===== src/rtl/branch_resolve_unit_pkg.sv =====
// rtl/branch_resolve_unit_pkg.sv - shared constants and entry type for branch resolution
//
// Purpose: branch funct3 encodings, the branch opcode, default widths and the
//          reservation-station entry layout used by branch_resolve_unit.
// Ports:   none (package).
package branch_resolve_unit_pkg;

  localparam int BR_TAG_W = 4;
  localparam int BR_XLEN  = 32;

  localparam logic [6:0] BR_OPCODE = 7'b1100011;

  localparam logic [2:0] BR_BEQ  = 3'b000;
  localparam logic [2:0] BR_BNE  = 3'b001;
  localparam logic [2:0] BR_BLT  = 3'b100;
  localparam logic [2:0] BR_BGE  = 3'b101;
  localparam logic [2:0] BR_BLTU = 3'b110;
  localparam logic [2:0] BR_BGEU = 3'b111;

  // Field widths follow the package defaults; the top checks its parameters
  // against them at elaboration.
  typedef struct packed {
    logic                valid;
    logic [BR_XLEN-1:0]  pc;
    logic [2:0]          sub_type;
    logic [BR_XLEN-1:0]  imm;
    logic                rs1_rdy;
    logic [BR_XLEN-1:0]  rs1_val;
    logic [BR_TAG_W-1:0] rs1_tag;
    logic                rs2_rdy;
    logic [BR_XLEN-1:0]  rs2_val;
    logic [BR_TAG_W-1:0] rs2_tag;
  } rs_entry_t;

endpackage


===== src/rtl/branch_resolve_unit_compare.sv =====
// rtl/branch_resolve_unit_compare.sv - combinational funct3 branch condition evaluator
//
// Purpose: returns taken for a branch funct3 and two operands; unknown
//          encodings evaluate not-taken.
// Ports:   sub_type (funct3), a/b (operands), taken (condition holds).
module branch_compare
  import branch_resolve_unit_pkg::*;
#(
  parameter int XLEN = 32
) (
  input  logic [2:0]      sub_type,
  input  logic [XLEN-1:0] a,
  input  logic [XLEN-1:0] b,
  output logic            taken
);

  always_comb begin
    taken = 1'b0;
    case (sub_type)
      BR_BEQ:  taken = (a == b);
      BR_BNE:  taken = (a != b);
      BR_BLT:  taken = ($signed(a) <  $signed(b));
      BR_BGE:  taken = ($signed(a) >= $signed(b));
      BR_BLTU: taken = (a <  b);
      BR_BGEU: taken = (a >= b);
      default: taken = 1'b0;
    endcase
  end

endmodule


===== src/rtl/branch_resolve_unit.sv =====
// rtl/branch_resolve_unit.sv - branch reservation station with CDB snoop and registered resolve
//
// Purpose: holds dispatched conditional branches, wakes operands from the
//          CDB, selects the oldest ready entry and returns a registered
//          redirect (jump/jumppc) plus a resolve pulse one cycle later.
// Ports:   clock, rst_n (async active-low); disp* dispatch request with
//          dispReady back-pressure; cdb* result broadcast; flush;
//          jump/jumppc/resolveValid resolution; bneempty idle indicator.
//          statTaken/statTotal only when BRANCH_STATS_EN is defined.
// Macro:   BRANCH_STATS_EN - adds saturating taken/total resolution counters.
module branch_resolve_unit
  import branch_resolve_unit_pkg::*;
#(
  parameter int DEPTH = 2,
  parameter int TAG_W = BR_TAG_W,
  parameter int XLEN  = BR_XLEN
) (
  input  logic             clock,
  input  logic             rst_n,
  input  logic             dispValid,
  output logic             dispReady,
  input  logic [XLEN-1:0]  dispPc,
  input  logic [2:0]       dispSubType,
  input  logic [XLEN-1:0]  dispImm,
  input  logic             dispRs1Ready,
  input  logic             dispRs2Ready,
  input  logic [XLEN-1:0]  dispRs1Val,
  input  logic [XLEN-1:0]  dispRs2Val,
  input  logic [TAG_W-1:0] dispRs1Tag,
  input  logic [TAG_W-1:0] dispRs2Tag,
  input  logic             cdbValid,
  input  logic [TAG_W-1:0] cdbTag,
  input  logic [XLEN-1:0]  cdbData,
  input  logic             flush,
  output logic             jump,
  output logic [XLEN-1:0]  jumppc,
  output logic             resolveValid,
  output logic             bneempty
`ifdef BRANCH_STATS_EN
  ,
  output logic [31:0]      statTaken,
  output logic [31:0]      statTotal
`endif
);

  localparam int IDX_W = $clog2(DEPTH);
  localparam int AGE_W = IDX_W + 1;

  if (XLEN != BR_XLEN || TAG_W != BR_TAG_W) begin : g_width_check
    $error("branch_resolve_unit: XLEN/TAG_W must match branch_resolve_unit_pkg widths");
  end

  rs_entry_t        rs_q   [DEPTH];
  logic [AGE_W-1:0] age_q  [DEPTH];
  logic [AGE_W-1:0] alloc_age_q;
  logic             res_valid_q;
  logic             jump_q;
  logic [XLEN-1:0]  jumppc_q;

  // Ages differ by less than DEPTH, so the sign of the modular difference
  // orders them even after the counter wraps.
  function automatic logic is_older(input logic [AGE_W-1:0] x, input logic [AGE_W-1:0] y);
    logic [AGE_W-1:0] d;
    d = x - y;
    return d[AGE_W-1];
  endfunction

  logic [DEPTH-1:0] valid_vec;
  logic [IDX_W-1:0] free_idx;
  logic             sel_found;
  logic [IDX_W-1:0] sel_idx;
  logic [AGE_W-1:0] sel_age;
  rs_entry_t        sel_entry;
  rs_entry_t        new_entry;
  logic             sel_taken;
  logic             disp_fire;

  always_comb begin
    valid_vec = '0;
    free_idx  = '0;
    for (int i = DEPTH - 1; i >= 0; i--) begin
      valid_vec[i] = rs_q[i].valid;
      if (!rs_q[i].valid) free_idx = IDX_W'(i);
    end
  end

  // Selection only sees registered ready bits, so an operand captured from
  // the CDB this cycle becomes selectable on the next one.
  always_comb begin
    sel_found = 1'b0;
    sel_idx   = '0;
    sel_age   = '0;
    for (int i = 0; i < DEPTH; i++) begin
      if (rs_q[i].valid && rs_q[i].rs1_rdy && rs_q[i].rs2_rdy &&
          (!sel_found || is_older(age_q[i], sel_age))) begin
        sel_found = 1'b1;
        sel_idx   = IDX_W'(i);
        sel_age   = age_q[i];
      end
    end
  end

  assign sel_entry = rs_q[sel_idx];
  assign dispReady = ~&valid_vec;
  assign disp_fire = dispValid && dispReady && !flush;

  always_comb begin
    new_entry          = '0;
    new_entry.valid    = 1'b1;
    new_entry.pc       = dispPc;
    new_entry.sub_type = dispSubType;
    new_entry.imm      = dispImm;
    new_entry.rs1_tag  = dispRs1Tag;
    new_entry.rs2_tag  = dispRs2Tag;
    new_entry.rs1_rdy  = dispRs1Ready || (cdbValid && cdbTag == dispRs1Tag);
    new_entry.rs2_rdy  = dispRs2Ready || (cdbValid && cdbTag == dispRs2Tag);
    new_entry.rs1_val  = dispRs1Ready ? dispRs1Val : cdbData;
    new_entry.rs2_val  = dispRs2Ready ? dispRs2Val : cdbData;
  end

  branch_compare #(.XLEN(XLEN)) u_compare (
    .sub_type (sel_entry.sub_type),
    .a        (sel_entry.rs1_val),
    .b        (sel_entry.rs2_val),
    .taken    (sel_taken)
  );

  always_ff @(posedge clock or negedge rst_n) begin
    if (!rst_n) begin
      for (int i = 0; i < DEPTH; i++) begin
        rs_q[i]  <= '0;
        age_q[i] <= '0;
      end
      alloc_age_q <= '0;
      res_valid_q <= 1'b0;
      jump_q      <= 1'b0;
      jumppc_q    <= '0;
    end else if (flush) begin
      for (int i = 0; i < DEPTH; i++) rs_q[i].valid <= 1'b0;
      res_valid_q <= 1'b0;
      jump_q      <= 1'b0;
    end else begin
      for (int i = 0; i < DEPTH; i++) begin
        if (rs_q[i].valid && !rs_q[i].rs1_rdy && cdbValid && cdbTag == rs_q[i].rs1_tag) begin
          rs_q[i].rs1_rdy <= 1'b1;
          rs_q[i].rs1_val <= cdbData;
        end
        if (rs_q[i].valid && !rs_q[i].rs2_rdy && cdbValid && cdbTag == rs_q[i].rs2_tag) begin
          rs_q[i].rs2_rdy <= 1'b1;
          rs_q[i].rs2_val <= cdbData;
        end
        if (sel_found && sel_idx == IDX_W'(i)) rs_q[i].valid <= 1'b0;
        // free_idx always names an empty slot, never the one being selected.
        if (disp_fire && free_idx == IDX_W'(i)) begin
          rs_q[i]  <= new_entry;
          age_q[i] <= alloc_age_q;
        end
      end
      if (disp_fire) alloc_age_q <= alloc_age_q + 1'b1;
      res_valid_q <= sel_found;
      jump_q      <= sel_found && sel_taken;
      if (sel_found) jumppc_q <= sel_entry.pc + sel_entry.imm;
    end
  end

  assign jump         = jump_q;
  assign jumppc       = jumppc_q;
  assign resolveValid = res_valid_q;
  assign bneempty     = ~|valid_vec && !res_valid_q;

`ifdef BRANCH_STATS_EN
  always_ff @(posedge clock or negedge rst_n) begin
    if (!rst_n) begin
      statTaken <= '0;
      statTotal <= '0;
    end else begin
      if (jump_q && statTaken != '1) statTaken <= statTaken + 32'd1;
      if (res_valid_q && statTotal != '1) statTotal <= statTotal + 32'd1;
    end
  end
`endif

endmodule


===== config.mk =====
export PLATFORM = sky130hd
export DESIGN_NAME = branch_resolve_unit
export DESIGN_NICKNAME = d
export VERILOG_FILES = /design/src/rtl/branch_resolve_unit_pkg.sv /design/src/rtl/branch_resolve_unit_compare.sv /design/src/rtl/branch_resolve_unit.sv
export SDC_FILE = /design/constraint.sdc
export NUM_CORES = 1
export LEC_CHECK = 0
export CORE_ASPECT_RATIO = 0.9
export CORE_MARGIN = 1.5
export CORE_UTILIZATION = 56
export CTS_CLUSTER_DIAMETER = 60
export DETAILED_ROUTE_END_ITERATION = 7
export PLACE_DENSITY_LB_ADDON = 0.12
export SLEW_MARGIN = 5
export SYNTH_ARGS = -nofsm -noshare
export SYNTH_HDL_FRONTEND = slang
export SYNTH_HIERARCHICAL = 1
export SYNTH_SLANG_ARGS = --single-unit

===== constraint.sdc =====
create_clock -name clock -period 4.2 [get_ports clock]
set_input_delay 1.05 -clock clock [delete_from_list [all_inputs] [get_ports clock]]
set_output_delay 1.05 -clock clock [all_outputs]
set_load 0.005 [all_outputs]

[After elaboration in Yosys (flattened, before gate mapping)]
Cells that the tools add are included.
Storage, ports and cells
  register bits after elaboration: 324
  input bits: 182
  output and inout bits: 36
  logic and storage cells: 131
Cells by class
  add/sub/neg operators: 3
  $lt $le $gt $ge: 5
  equal/unequal tests: 13
  multiplexer cells: 24
  bitwise operators: 4
  reduce and logical (&&, ||, !) cells: 56
Operators by type and width (number)
  $mux 141: 3
  $mux 142: 2
  $mux 33: 4
  $ge 32x32->1: 2
  $lt 32x32->1: 2
  $mux 32: 2
  $add 32x32->32: 1
  $eq 32x32->1: 1
  $ne 32x32->1: 1
  $logic_and 1x1->1: 27
  $eq 4x4->1: 6
  $reduce_and 2->1: 9
  $eq 3x3->1 const B: 4
  $mux 1: 11
  $logic_not 1->1: 9
  $reduce_bool 2->1: 4
  $pmux 1 s6: 1
  $reduce_bool 3->1: 2
  $eq 3x1->1 const B: 1
  $logic_not 3->1: 1
  $logic_or 1x1->1: 3
  $not 1->1: 3
  $add 2x1->2 const B: 1
  $ge 2x2->1 const B: 1
  4 further kinds: 4

[Longest topological paths before layout]
  word-level depth: 15
  gate-level depth with buffers: 16
  mapped depth without buffers: 14

[Modules after synthesis]
The synthesis kept the hierarchy.
Modules (own cells, without submodules)
  branch_resolve_unit: instances 1, cells each 1815, area an instance 16091.7 sq um, sequential area each 8107.8 sq um
  branch_compare: instances 1, cells each 128, area an instance 923.4 sq um, sequential area each 0.0 sq um

[Worst setup path after synthesis]
Ideal clock, no wire load.
  path kind: register to register
  start point: register rs_q[283] (netlist name)
  end point: register jumppc_q[28] (netlist: jumppc[28])
  setup time: 92 ps
  arrival time: 3653 ps
  data required time: 4108 ps
  path slack: 455 ps
  cell stages (with the launch flop): 17
  buffers on the path: 3
  period minus slack after synthesis: 3745 ps
  cell sequence: dfrtp_1 -> clkbuf_1 -> nand3_1 -> o21ai_1 -> clkbuf_1 -> buf_2 -> mux2_2 -> ha_1 -> fa_1 -> a21o_1 -> nand3_1 -> nand3_1 -> and2_1 -> a41oi_2 -> o31ai_2 -> and3_1 -> o31ai_2
Between the ends
  cells in the longest elaborated chain, start to end: 12
  elaborated cells between the ends (all ways): 16
  classes of those cells: 2 x add/sub; 7 x mux; 1 x bitwise; 6 x reduce/logical
Ends and longest elaborated chain
  start: declaration: line branch_resolve_unit.sv:53  | rs_entry_t rs_q [DEPTH];
  start signal: indexed assignment: line branch_resolve_unit.sv:155  | rs_q[i] <= new_entry;
  $logic_and 1x1->1 (*) (2 in series): line branch_resolve_unit.sv:94  | if (rs_q[i].valid && rs_q[i].rs1_rdy && rs_q[i].rs2_rdy &&
  $mux 2 or $mux 1 (tied branches): line branch_resolve_unit.sv:94
  $sub 2x2->2 or $logic_not 1->1 (tied branches): line branch_resolve_unit.sv:64, branch_resolve_unit.sv:95
  $logic_or 1x1->1: line branch_resolve_unit.sv:95  | (!sel_found || is_older(age_q[i], sel_age))) begin
  $logic_and 1x1->1: line branch_resolve_unit.sv:94
  $mux 1: line branch_resolve_unit.sv:94
  $not 1->2 (implied by the code): line branch_resolve_unit.sv:103  | assign sel_entry = rs_q[sel_idx];
  $mux 141 (implied by the code) (3 in series): line branch_resolve_unit.sv:103
  $add 32x32->32: line branch_resolve_unit.sv:162  | if (sel_found) jumppc_q <= sel_entry.pc + sel_entry.imm;
  end signal: assignment: line branch_resolve_unit.sv:162
  end: declaration: line branch_resolve_unit.sv:58  | logic [XLEN-1:0] jumppc_q;
Every way passes the cells marked *; elsewhere a longest branch is shown, timed or not. The select of a mux whose other input is x is not followed.
A chain may end at the register's enable or synchronous reset.

[Worst setup path in the final report]
Same ends and word-level chain as after synthesis.

==> results.json <==
{
  "status": "completed",
  "start_util": 0.569,
  "final_common_cell": "nand2_1",
  "fin_crit_ns": 3.95,
  "cts_max_level": 2,
  "r2r_slack_ns": 0.25,
  "hold_violations": 0,
  "synth_cells": 1943,
  "grt_pass1_wl_mm": 77.4,
  "gp_congestion": 0.851,
  "dieWidth_um": 187,
  "cts_buffers": 37,
  "nFillCells": 2393,
  "p_total_mw": 11.7,
  "synth-edff-count": 0,
  "grt-ovfl-total": 0,
  "crit_path_end_kind": "register",
  "design_area_um2": 20800,
  "dr.pass1.iters": 6,
  "ys_ff_latch": 324,
  "postRouteAntennaNets": 0,
  "place_hpwl_mm": 30.9,
  "grt_pass1_vias": 14800,
  "clkTransAtPathRegs_ns": 0.06,
  "cp-start-kind": "register",
  "p_per_area_nw_per_um2": 563,
  "setup_viol": 0,
  "synthToLayoutAreaGrowth_pct": 22.1,
  "cpMostUsedCell": "nand3_1",
  "row_count": 60,
  "fin_ws_ns": 0.250,
  "max_stage_delay_ns": 0.56,
  "insertion_delay_ns": 0.52,
  "finalCritPeriodShare": 0.941,
  "synth_top_flop_cell": "dfrtp_1",
  "leakagePower_nw": 9.77,
  "syn_nets": 2189,
  "maxCapViolations": 0,
  "clock-sinks": 324,
  "tritoncts": "yes",
  "worst_path_max_delay_cell": "dfrtp_1",
  "die_area_um2": 31400,
  "num_vias": 14800,
  "worstPathRequired_ns": 4.62,
  "crit_chain": "nand3_1, o21ai_4, buf_12, mux2_2, ha_1, fa_1, a21o_1, nand3_1, nand3_1, and2_1, a41oi_2, o31ai_2, and3_1, o31ai_2",
  "crit_type": "reg -> reg",
  "worst_pin_slew_ns": 0.970,
  "antenna_found_initial": 2,
  "grt.total_usage": 0.304,
  "wl_mm": 47.7,
  "place_ws_ns": 0.345,
  "hold_class": "reg -> reg",
  "grt_max_degree": 91,
  "ys_warn_count": 6,
  "clockRootBuffer": "clkbuf_16",
  "cts_resized": 0,
  "yosysUniqueCellTypes": 56,
  "final_util": 0.695,
  "fin_setup_tns_ns": 0,
  "die_y_um": 168,
  "path_max_fanout": 41,
  "layout_common_cells": "nand2_1 (536), dfrtp_1 (324), nor2_1 (281)",
  "rsz0062_at_grt": "false",
  "vias_per_cell": 5.80,
  "numPortBuffers": 217,
  "arrival_ns": 4.37,
  "ir_drop_mv": 0.357,
  "maxSlewHeadroom": 0.353,
  "synth_area_um2": 17000,
  "place_area_um2": 19600,
  "nets": 2364,
  "synth-async-reset-ratio": 1.00,
  "dr.first_iter.drc_count": 1274,
  "syn_area_per_cell_um2": 8.76,
  "ios": 218,
  "post-cts-setup-buffers": 0,
  "maxSlewViolCount": 0,
  "routedWlPerCell_um": 18.7,
  "design.core.area_um2": 29900,
  "drc": 0,
  "clockBufferDepth": 3,
  "cts_hold_buf": 0,
  "ys_seq_area_frac": 0.477,
  "fmax_ghz": 0.253,
  "skew_ns": 0.0142,
  "drive_gt1_frac": 0.109
}
[cell families after synthesis]
group / count (synthesis) / synth area share
compound gates: 306 / 0.113
xor+xnor: 53 / 0.0273
mux: 129 / 0.0854
buf+inv: 154 / 0.0352
simple gates: 913 / 0.215
fa+ha+maj: 64 / 0.0475
flops: 324 / 0.477
[synthesized netlist by cell type, types with 2 or more instances]
cell	number	area (um^2)
nand2_1	537	2020
dfrtp_1	324	8110
nor2_1	282	1060
mux2_2	129	1450
o22ai_1	128	801
clkbuf_1	79	297
ha_1	63	788
a21oi_1	52	260
inv_1	45	169
o21ai_0	45	225
xnor2_1	37	324
nand3_1	24	120
nand4_1	23	144
a21o_1	18	135
buf_1	18	67.6
xor2_1	16	140
nor3_1	14	70.1
o21a_1	13	97.6
buf_2	11	55.1
a211oi_1	6	45.0
and3_1	6	37.5
a22oi_1	5	37.5
nor2b_1	5	31.3
o31ai_1	5	37.5
or3_1	5	31.3
a21boi_0	4	30.0
a31oi_1	4	25.0
and2_1	4	25.0
o21ai_1	4	20.0
o211ai_1	3	22.5
o21bai_1	3	22.5
a32oi_1	2	17.5
nand2b_1	2	12.5
nor3b_1	2	15.0
nor4_1	2	12.5
o311a_1	2	20.0
o31ai_2	2	25.0
[final cells by class]
type	count	area [um^2]	share of cell area
antenna	1	2.50	0.000120
clock buffer	52	1090	0.0527
clock inverter	12	92.6	0.00446
inverter	45	169	0.00813
multi-input combinational	1465	8340	0.402
sequential	324	8110	0.390
tap	403	504	0.0243
timing repair buffer	245	2460	0.119
[per-stage QoR]
stage	hold slack, ns	cells
2_1_floorplan	0.438	1943
3_3_place_gp	0.452	2482
3_5_place_dp	0.456	2482
4_1_cts	0.472	2546
5_1_grt	0.488	2547
6_report	0.469	2547
[path summary, 6_finish.rpt]
path / startpoint / endpoint / cells past startpoint
max in group asynchronous: rst_n / rs_q[260] / 2
min reg2reg: rs_q[271] / rs_q[271] / 2
min in group asynchronous: rst_n / rs_q[16] / 1
min: rs_q[271] / rs_q[271] / 2
max: rs_q[283] / jumppc[28] / 14
max reg2reg: rs_q[283] / jumppc[28] / 14
[power breakdown]
part / total, mW / switching [mW] / internal, mW
combinational: 3.82 / 2.03 / 1.79
clock: 3.17 / 1.29 / 1.88
sequential: 4.70 / 0.596 / 4.11
[critical path: cells and delay by family (launching register included)]
family                   cells  cell delay (ns)
AO/OA/AOI/OAI                5             1.10
AND/OR/NAND/NOR              5             0.79
adder cells (fa/ha/maj)      2             0.72
flip-flops                   1             0.56
multiplexers                 1             0.38
buffers and inverters        1             0.27
[metal layers]
layer	vias up	wire length (um)	GRT usage	part of all wire
li1	6908	-	-	-
met1	7123	21300	0.438	0.45
met2	668	21100	0.468	0.44
met3	84	4170	0.0577	0.087
met4	2	1080	0.0943	0.023
met5	-	7	0	0.00015
[registers in the layout (all words and copies together) (netlist names)]
name          count
alloc_age_q       2
age_q             4
jumppc           32
rs_q            284
jump              1
resolveValid      1
No activity file was read; power rests on OpenSTA's default activity.
